--- src/rtl/graph_assembly_deser.sv ---
// Serial-to-parallel front stage: frames LSB-first bits into WIDTH-bit words,
// buffers them in a DEPTH-entry FIFO and counts framing errors (saturating).
module graph_assembly_deser #(
    parameter int WIDTH = 4,
    parameter int DEPTH = 2,
    parameter int ERR_W = 8
) (
    input  logic             clk,
    input  logic             rst,
    input  logic             a,
    input  logic             a_valid,
    input  logic             a_first,
    output logic             a_ready,
    output logic [WIDTH-1:0] dout,
    output logic             dout_valid,
    input  logic             dout_ready,
    output logic [ERR_W-1:0] err_cnt,
    output logic             dbg_state
);
    // Handshakes: a bit transfers on a rising edge where a_valid && a_ready;
    // a word leaves the FIFO on a rising edge where dout_valid && dout_ready.

    localparam int CNT_W = $clog2(WIDTH);
    localparam int PTR_W = (DEPTH > 1) ? $clog2(DEPTH) : 1;
    localparam int OCC_W = $clog2(DEPTH + 1);

    typedef enum logic {
        IDLE    = 1'b0,
        COLLECT = 1'b1
    } state_t;

    state_t             r_state;
    state_t             w_state_nxt;
    logic [CNT_W-1:0]   r_bit_cnt;
    logic [CNT_W-1:0]   w_bit_cnt_nxt;
    logic [WIDTH-1:0]   r_shift;
    logic [WIDTH-1:0]   w_shift_nxt;
    logic [WIDTH-1:0]   w_word;
    logic               w_push;
    logic               w_pop;
    logic               w_accept;
    logic               w_err_inc;
    logic               w_last_bit;
    logic               w_full;

    logic [WIDTH-1:0]   r_mem [DEPTH];
    logic [PTR_W-1:0]   r_wr_ptr;
    logic [PTR_W-1:0]   r_rd_ptr;
    logic [OCC_W-1:0]   r_count;
    logic [ERR_W-1:0]   r_err_cnt;

    assign w_full     = (r_count == OCC_W'(DEPTH));
    assign w_last_bit = (r_bit_cnt == CNT_W'(WIDTH - 1));
    // Only a completing bit needs FIFO space, so only that case back-pressures.
    assign a_ready    = !((r_state == COLLECT) && w_last_bit && w_full);
    assign w_accept   = a_valid && a_ready;
    assign w_word     = r_shift | (WIDTH'(a) << r_bit_cnt);

    always_comb begin
        w_state_nxt   = r_state;
        w_bit_cnt_nxt = r_bit_cnt;
        w_shift_nxt   = r_shift;
        w_push        = 1'b0;
        w_err_inc     = 1'b0;
        case (r_state)
            IDLE: begin
                if (w_accept) begin
                    if (a_first) begin
                        w_shift_nxt   = {{(WIDTH-1){1'b0}}, a};
                        w_bit_cnt_nxt = CNT_W'(1);
                        w_state_nxt   = COLLECT;
                    end else begin
                        w_err_inc = 1'b1;
                    end
                end
            end
            COLLECT: begin
                if (w_accept) begin
                    if (a_first) begin
                        w_err_inc     = 1'b1;
                        w_shift_nxt   = {{(WIDTH-1){1'b0}}, a};
                        w_bit_cnt_nxt = CNT_W'(1);
                    end else if (w_last_bit) begin
                        w_push        = 1'b1;
                        w_shift_nxt   = '0;
                        w_bit_cnt_nxt = '0;
                        w_state_nxt   = IDLE;
                    end else begin
                        w_shift_nxt   = w_word;
                        w_bit_cnt_nxt = r_bit_cnt + CNT_W'(1);
                    end
                end
            end
            default: w_state_nxt = IDLE;
        endcase
    end

    always_ff @(posedge clk or posedge rst) begin
        if (rst) begin
            r_state   <= IDLE;
            r_bit_cnt <= '0;
            r_shift   <= '0;
        end else begin
            r_state   <= w_state_nxt;
            r_bit_cnt <= w_bit_cnt_nxt;
            r_shift   <= w_shift_nxt;
        end
    end

    assign w_pop = (r_count != '0) && dout_ready;

    always_ff @(posedge clk or posedge rst) begin
        if (rst) begin
            r_wr_ptr <= '0;
            r_rd_ptr <= '0;
            r_count  <= '0;
            for (int i = 0; i < DEPTH; i++) begin
                r_mem[i] <= '0;
            end
        end else begin
            if (w_push) begin
                r_mem[r_wr_ptr] <= w_word;
                r_wr_ptr <= (r_wr_ptr == PTR_W'(DEPTH - 1)) ? '0 : r_wr_ptr + PTR_W'(1);
            end
            if (w_pop) begin
                r_rd_ptr <= (r_rd_ptr == PTR_W'(DEPTH - 1)) ? '0 : r_rd_ptr + PTR_W'(1);
            end
            if (w_push && !w_pop) begin
                r_count <= r_count + OCC_W'(1);
            end else if (!w_push && w_pop) begin
                r_count <= r_count - OCC_W'(1);
            end
        end
    end

    always_ff @(posedge clk or posedge rst) begin
        if (rst) begin
            r_err_cnt <= '0;
        end else if (w_err_inc && (r_err_cnt != {ERR_W{1'b1}})) begin
            r_err_cnt <= r_err_cnt + ERR_W'(1);
        end
    end

    assign dout_valid = (r_count != '0);
    assign dout       = dout_valid ? r_mem[r_rd_ptr] : '0;
    assign err_cnt    = r_err_cnt;
    assign dbg_state  = r_state;

endmodule

--- config.mk ---
export PLATFORM = sky130hd
export DESIGN_NAME = graph_assembly_deser
export DESIGN_NICKNAME = d
export VERILOG_FILES = /design/src/rtl/graph_assembly_deser.sv
export SDC_FILE = /design/constraint.sdc
export NUM_CORES = 1
export LEC_CHECK = 0
export CAP_MARGIN = 20
export CORE_MARGIN = 3
export CORE_UTILIZATION = 47
export CTS_CLUSTER_SIZE = 24
export DETAILED_ROUTE_END_ITERATION = 10
export PLACE_DENSITY = 0.76
export SYNTH_ARGS = -nofsm -noshare
export SYNTH_HDL_FRONTEND = slang
export SYNTH_SLANG_ARGS = --single-unit
--- constraint.sdc ---
create_clock -name clk -period 1.84 [get_ports clk]
set_clock_uncertainty 0.2 [all_clocks]
set_input_delay 0.276 -clock clk [delete_from_list [all_inputs] [get_ports clk]]
set_output_delay 0.276 -clock clk [all_outputs]
set_load 0.02 [all_outputs]
==> results of run 1 <==
## critical path: cells and delay by family, from the launching register on
family / cells / cell delay [ns]
simple gates: 1 / 0.25
flops: 1 / 0.44
mux: 1 / 0.30
fa+ha+maj: 1 / 0.20
compound gates: 1 / 0.41
## cells by family after synthesis
group,Yosys count,synth area share [%]
AND/OR/NAND/NOR,43,17.2
flip-flops,27,49.3
AO/OA/AOI/OAI,19,11.0
multiplexers,15,12.0
XOR/XNOR,8,5.11
buffers and inverters,8,2.74
adder cells (fa/ha/maj),3,2.74
## state kept, by name, indices dropped and copies added (netlist names)
signal	flops
dbg_state	1
r_rd_ptr	1
r_mem	8
r_wr_ptr	1
r_count	2
r_shift	4
err_cnt	8
r_bit_cnt	2
## per-layer routing
metal  track usage, %  wire length (microns)
met1             25.0                   1440
met2             35.5                   1630
met3             2.59                     77
met4             7.59                     60
met5                0                      0
## power groups by stage
stage | Clock [mW] | Sequential, mW | Combinational [mW]
finish | 0.252 | 1.02 | 1.35
global route | 0.289 | 1.06 | 1.47
CTS | 0.261 | 1.02 | 1.33
detailed placement | 0 | 1.02 | 1.33
global placement | 0 | 1.00 | 1.27
floorplan | 0 | 1.07 | 0.693
## placed cells by master, fill, tap and decap left out, types with 5 or more instances in the layout
cell / Yosys / layout
buf_2: 0 / 5
buf_4: 0 / 24
dfrtp_1: 27 / 25
dlygate4sd2_1: 0 / 9
inv_1: 6 / 6
mux2_4: 0 / 6
nand2_1: 11 / 9
nand3_1: 5 / 5
nor2_1: 12 / 12
## stage by stage
stage,setup WS [ns],std cells
floorplan,-0.138,123
global placement,-0.374,190
detailed placement,-0.496,190
CTS,-0.128,198
global route,-0.0857,198
finish,-0.0624,198
## path summary, 6_finish.rpt
kind                                               start                      to
worst max register to register  r_bit_cnt[0]$_DFFE_PP0P_  err_cnt[1]$_DFFE_PP0P_
worst min-delay path                                 rst    r_wr_ptr$_DFFE_PP0P_
worst max-delay path            r_bit_cnt[0]$_DFFE_PP0P_  err_cnt[1]$_DFFE_PP0P_
min in group clk                    r_wr_ptr$_DFFE_PP0P_    r_wr_ptr$_DFFE_PP0P_
worst min register to register      r_wr_ptr$_DFFE_PP0P_    r_wr_ptr$_DFFE_PP0P_
max in group asynchronous                            rst     dbg_state$_DFF_PP0_
## cell type report
type,instances,share of cell area [%]
inverters,6,1.23
well taps,30,2.05
repair buffers,43,18.3
clock buffers,4,1.43
multi-input cells,88,40.0
flip-flops and latches,27,37.0
## repair_timing
item / CTS / global route
gates cloned: 0 / 0
setup endpoints to repair: 26 / 17
gates resized for setup: 40 / 9
pin swaps: 7 / 6
setup buffers: 4 / 1
==> impl_metrics.py, run 1 <==
metrics = {
    "run_status": {
        "run_status": "complete, but fails checks",
        "failed_checks": "negative setup slack",
    },
    "power_and_ir_drop": {
        "switching_share_pct": 40.2,
        "power.density_mw_per_mm2": 1430,
        "total_power_mw": 2.62,
        "share_clk_of_total_power_pct": 9.6,
        "vdd_drop_max_uv": 1050,
        "p_int_mw": 1.57,
        "p_seq_share_pct": 39.0,
        "combPwrFrac_pct": 51.4,
        "netSwitchingPower_mw": 1.05,
        "total_leakage_power_nw": 0.886,
    },
    "synthesis": {
        "avgSynthCellArea_sq_um": 11.1,
        "synth_top_cell_by_area": "dfrtp_1",
        "number_of_synthesized_flops_with_an_enable_pin": 0,
        "post_synth_top_area_share_pct": 49.3,
        "synthTopCellsByArea": "dfrtp_1 49%, mux2_2 6.6%, xor2_1 3.8%",
        "synthesis.area_sq_mm": 0.00137,
        "yosysWarningCount": 0,
        "synth_cell_types": 34,
        "ys.flop_type": "dfrtp_1",
        "postSynth.asyncResetShare_pct": 100,
        "yosys.cell_count.top_type": "dfrtp_1",
        "syn_nets": 132,
        "post_synth_inst_count": 123,
        "ys_ff_latch": 27,
        "synth.yosys.seq_area_share_pct": 49.3,
        "synth_commonest_cells": "27 x dfrtp_1, 12 x nor2_1, 11 x nand2_1",
    },
    "global_routing": {
        "first_global_vias": 1166,
        "grt_antenna_before_repair": 0,
        "grt-ovfl-total": 0,
        "grtUsageTotal_pct": 20.2,
        "wire_length_of_the_first_global_routing_pass_microns": 5350,
        "grt_start_max_net_pins": 28,
    },
    "sta": {
        "setup_viol": 6,
        "timing.slew.headroom_pct": 75.4,
        "setup_ws_ns": -0.0624,
        "finalCriticalPeriod_ns": 1.90,
        "unrepaired_setup_endpoints_after_global_routing": "true",
        "tns_ns": -0.111,
        "worst_slew_pin_slew_ns": 0.370,
        "period_share_pct": 103,
        "finalHoldWorstSlack_ns": 0.0955,
        "fmax_mhz": 526,
        "finalHoldViolCount": 0,
        "final_max_slew_viol_count": 0,
    },
    "drt": {
        "wire_per_inst_microns": 16.2,
        "postRouteAntennaNets": 0,
        "detail_route.drc_violations": 0,
        "route.final.wire_length_microns": 3210,
        "routed-via-count": 1087,
        "first_pass_iters": 4,
        "dr.first_iter.drc_count": 52,
        "drt-vias-per-instance": 5.49,
    },
    "setup_path": {
        "worst_setup_path_start_kind": "flip-flop",
        "r2r_slack_ns": -0.06,
        "cp.required_ns": 1.86,
        "end_kind": "flip-flop",
        "critPathKind": "flip-flop to flip-flop",
        "rr_worst_depth": 4,
        "cp_slowest_cell": "dfrtp_1",
        "cp.arrival_ns": 1.92,
        "critical_path.max_fanout": 5,
        "critical_path.cell_chain": "ha_4 -> a311oi_4 -> and2b_2 -> mux2_4",
        "critical-path-max-stage-delay_ns": 0.44,
    },
    "placement": {
        "hpwlAfterDp_microns": 2380,
        "place.gp.congestion": 0.778,
        "io_buffer_count": 20,
        "cell_area_after_placement_sq_mm": 0.00175,
    },
    "clocking": {
        "clkTransAtPathRegs_ns": 0.14,
        "maximum_number_of_buffers_from_clock_root_to_sink": 2,
        "clock_tree_from_tritoncts": "done",
        "clock_latency_ns": 0.32,
        "ctsHtreeMaxLevel": 1,
        "cts_inserted_buffers": 3,
        "cts_root_buf": "clkbuf_4",
        "holdBufCountCts": 0,
        "clkSinkCount": 27,
    },
    "cells_and_area": {
        "fillerInstances": 208,
        "layout.cell_area.non_filler_sq_mm": 0.00183,
        "flow.area_growth_from_synthesis_pct": 33.9,
        "area.sequential_sq_um": 678,
        "utilization_pct": 70.2,
        "drive_gt1_share_pct": 35.1,
        "final_net_count": 178,
        "antenna_cells_inserted": 0,
        "area_of_the_multi_input_gates_sq_um": 733,
    },
    "floorplanning": {
        "floorplan.die_area_sq_mm": 0.00360,
        "floorplan.initialDensity_pct": 52.4,
        "ioPinCount": 21,
        "core-area_sq_mm": 0.00261,
        "floorplan.die.width_microns": 60.0,
        "rows": 18,
        "die_h_microns": 60.0,
    },
    "worst_hold_path": {
        "min_path_type": "input port to asynchronous set/reset pin",
    },
    "run": {
        "maxCapViolCount": 0,
    },
}
Note: power is estimated with default switching activity, not from simulation.
==> run 2, diff against run 1 <==
- PLACE_DENSITY: 0.76 -> 0.74
==> run 2 against run 1 <==
The run still ends with negative setup slack left. Clock-buffer cell count unchanged. Via count shrank 1.2%. Total power down 3.7%. Combinational power down 7%. Utilization fell by 2.8 points. Fmax decreased by 0.33%. Setup slack got worse by 0.0062 ns. Die area unchanged. Critical endpoint unchanged.
==> impl_metrics.py, run 2 (synthesis gave the netlist of run 1 again) <==
metrics = {
    "drt": {
        "postRouteAntennaNets": 0,
        "routed-via-count": 1074,
        "wire_per_inst_microns": 15.0,
        "detail_route.drc_violations": 0,
        "dr.first_iter.drc_count": 57,
        "drt-vias-per-instance": 5.51,
        "route.final.wire_length_microns": 2920,
        "first_pass_iters": 4,
    },
    "clocking": {
        "clock_latency_ns": 0.31,
        "ctsHtreeMaxLevel": 1,
        "clkTransAtPathRegs_ns": 0.13,
        "cts_inserted_buffers": 3,
        "cts_root_buf": "clkbuf_4",
        "clock_tree_from_tritoncts": "done",
        "maximum_number_of_buffers_from_clock_root_to_sink": 2,
        "clkSinkCount": 27,
    },
    "sta": {
        "finalCriticalPeriod_ns": 1.91,
        "period_share_pct": 104,
        "worst_slew_pin_slew_ns": 0.402,
        "fmax_mhz": 524,
        "finalHoldViolCount": 0,
        "timing.slew.headroom_pct": 73.2,
        "unrepaired_setup_endpoints_after_global_routing": "true",
        "setup_ws_ns": -0.0686,
        "setup_viol": 12,
        "final_max_slew_viol_count": 0,
    },
    "global_routing": {
        "wire_length_of_the_first_global_routing_pass_microns": 5040,
        "first_global_vias": 1122,
        "grt_start_max_net_pins": 28,
        "grt-ovfl-total": 0,
        "grt_antenna_before_repair": 0,
        "grtUsageTotal_pct": 18.4,
    },
    "floorplanning": {
        "floorplan.die_area_sq_mm": 0.00360,
        "rows": 18,
        "die_h_microns": 60.0,
        "ioPinCount": 21,
        "floorplan.die.width_microns": 60.0,
        "floorplan.initialDensity_pct": 52.4,
        "core-area_sq_mm": 0.00261,
    },
    "run_status": {
        "failed_checks": "negative setup slack",
        "run_status": "complete, but fails checks",
    },
    "power_and_ir_drop": {
        "share_clk_of_total_power_pct": 9.8,
        "switching_share_pct": 39.7,
        "p_int_mw": 1.52,
        "netSwitchingPower_mw": 1.00,
        "total_leakage_power_nw": 0.857,
        "combPwrFrac_pct": 49.9,
        "p_seq_share_pct": 40.3,
        "power.density_mw_per_mm2": 1430,
        "vdd_drop_max_uv": 1050,
        "total_power_mw": 2.52,
    },
    "cells_and_area": {
        "layout.cells.most_common": "dfrtp_1",
        "final_net_count": 175,
        "flow.area_growth_from_synthesis_pct": 28.5,
        "drive_gt1_share_pct": 31.5,
        "area_of_the_multi_input_gates_sq_um": 683,
        "highest_count_cells_in_the_layout_ignoring_fill_and_taps": "25 x dfrtp_1, 20 x buf_4, 11 x nor2_1, 11 x nand2_1",
        "area.sequential_sq_um": 678,
        "utilization_pct": 67.4,
        "fillerInstances": 215,
        "antenna_cells_inserted": 0,
    },
    "setup_path": {
        "cp_slowest_cell": "clkdlybuf4s50_1",
        "end_kind": "flip-flop",
        "critical_path.cell_chain": "clkdlybuf4s50_1 -> or2_4 -> a311oi_4 -> and2b_2 -> mux2_4",
        "rr_worst_depth": 4,
        "r2r-end": "err_cnt[1]$_DFFE_PP0P_",
        "worstReg2RegStart": "r_bit_cnt[0]$_DFFE_PP0P_",
        "cp.arrival_ns": 1.93,
        "r2r_slack_ns": -0.06,
        "critical_path.max_fanout": 7,
        "worst_setup_path_start_kind": "input port",
        "critPathKind": "input port to flip-flop",
        "critical-path-max-stage-delay_ns": 0.46,
        "cp.required_ns": 1.86,
    },
    "placement": {
        "pre_cts_ws_ns": -0.390,
        "place.gp.congestion": 0.802,
        "hpwlAfterDp_microns": 2250,
        "io_buffer_count": 20,
    },
    "run": {
        "maxCapViolCount": 0,
    },
    "worst_hold_path": {
        "min_path_type": "input port to asynchronous set/reset pin",
    },
}
## run 2: cell types whose count changed in the layout (fill, tap and decap cells not counted), sizes merged
| cell | delta |
|---|---|
| clkdlybuf4s50 | +1 |
| buf | -3 |
| dlygate4sd2 | -1 |
## run 2: power groups by stage
stage	clock network [mW]	registers [mW]	logic (mW)
CTS	0.262	1.01	1.29
global route	0.284	1.05	1.38
finish	0.248	1.02	1.26
detailed placement	0	1.02	1.32
floorplan	0	1.07	0.693
global placement	0	1.00	1.28
## run 2: worst max-delay path: cells and delay by family
kind,cells,cell delay [ns]
buffers and inverters,1,0.46
AOI/OAI and AO/OA,1,0.36
and+or+nand+nor,2,0.53
muxes,1,0.29
## run 2: cell type report
cell class	count	area share (%)
Multi-Input combinational cell	88	38.8
Tap cell	30	2.13
Inverter	6	1.28
Clock buffer	4	1.49
Timing Repair Buffer	40	17.8
Sequential cell	27	38.5
## run 2: routing by layer
layer / global-route usage, % / vias up / part of all wire (%)
met5: 0 / - / 0
met4: 5.06 / 0 / 0
li1: - / 518 / -
met3: 3.02 / 0 / 4.1
met2: 30.9 / 25 / 51
met1: 24.5 / 531 / 45
## run 2: timing repair
item / 4_1_cts / 5_1_grt
buffers inserted: 3 / 0
pin swaps: 2 / 1
gates cloned: 0 / 0
setup endpoints to repair: 25 / 23
resized for setup: 28 / 9
hold buffers: 0 / 0
## run 2: stage by stage
stage	cells	area (sq um)	hold slack, ns	TNS [ns]
global placement	188	1740	0.270	-5.30
global route	195	1760	0.112	-1.25
CTS	195	1790	0.0982	-0.206
floorplan	123	1390	0.129	-0.254
detailed placement	188	1740	0.284	-5.92
finish	195	1760	0.0977	-0.378
## run 2: worst max-delay path by stage
stage	start	endpoint	slack (ns)	cells after the start
4_1_cts	r_bit_cnt[0]$_DFFE_PP0P_	err_cnt[1]$_DFFE_PP0P_	-0.05	4
5_1_grt	r_bit_cnt[0]$_DFFE_PP0P_	err_cnt[1]$_DFFE_PP0P_	-0.12	4
2_1_floorplan	dbg_state$_DFF_PP0_	err_cnt[1]$_DFFE_PP0P_	-0.14	5
3_5_place_dp	a_first	err_cnt[1]$_DFFE_PP0P_	-0.39	5
3_3_place_gp	a_first	err_cnt[1]$_DFFE_PP0P_	-0.37	5
6_report	a_first	err_cnt[1]$_DFFE_PP0P_	-0.07	5
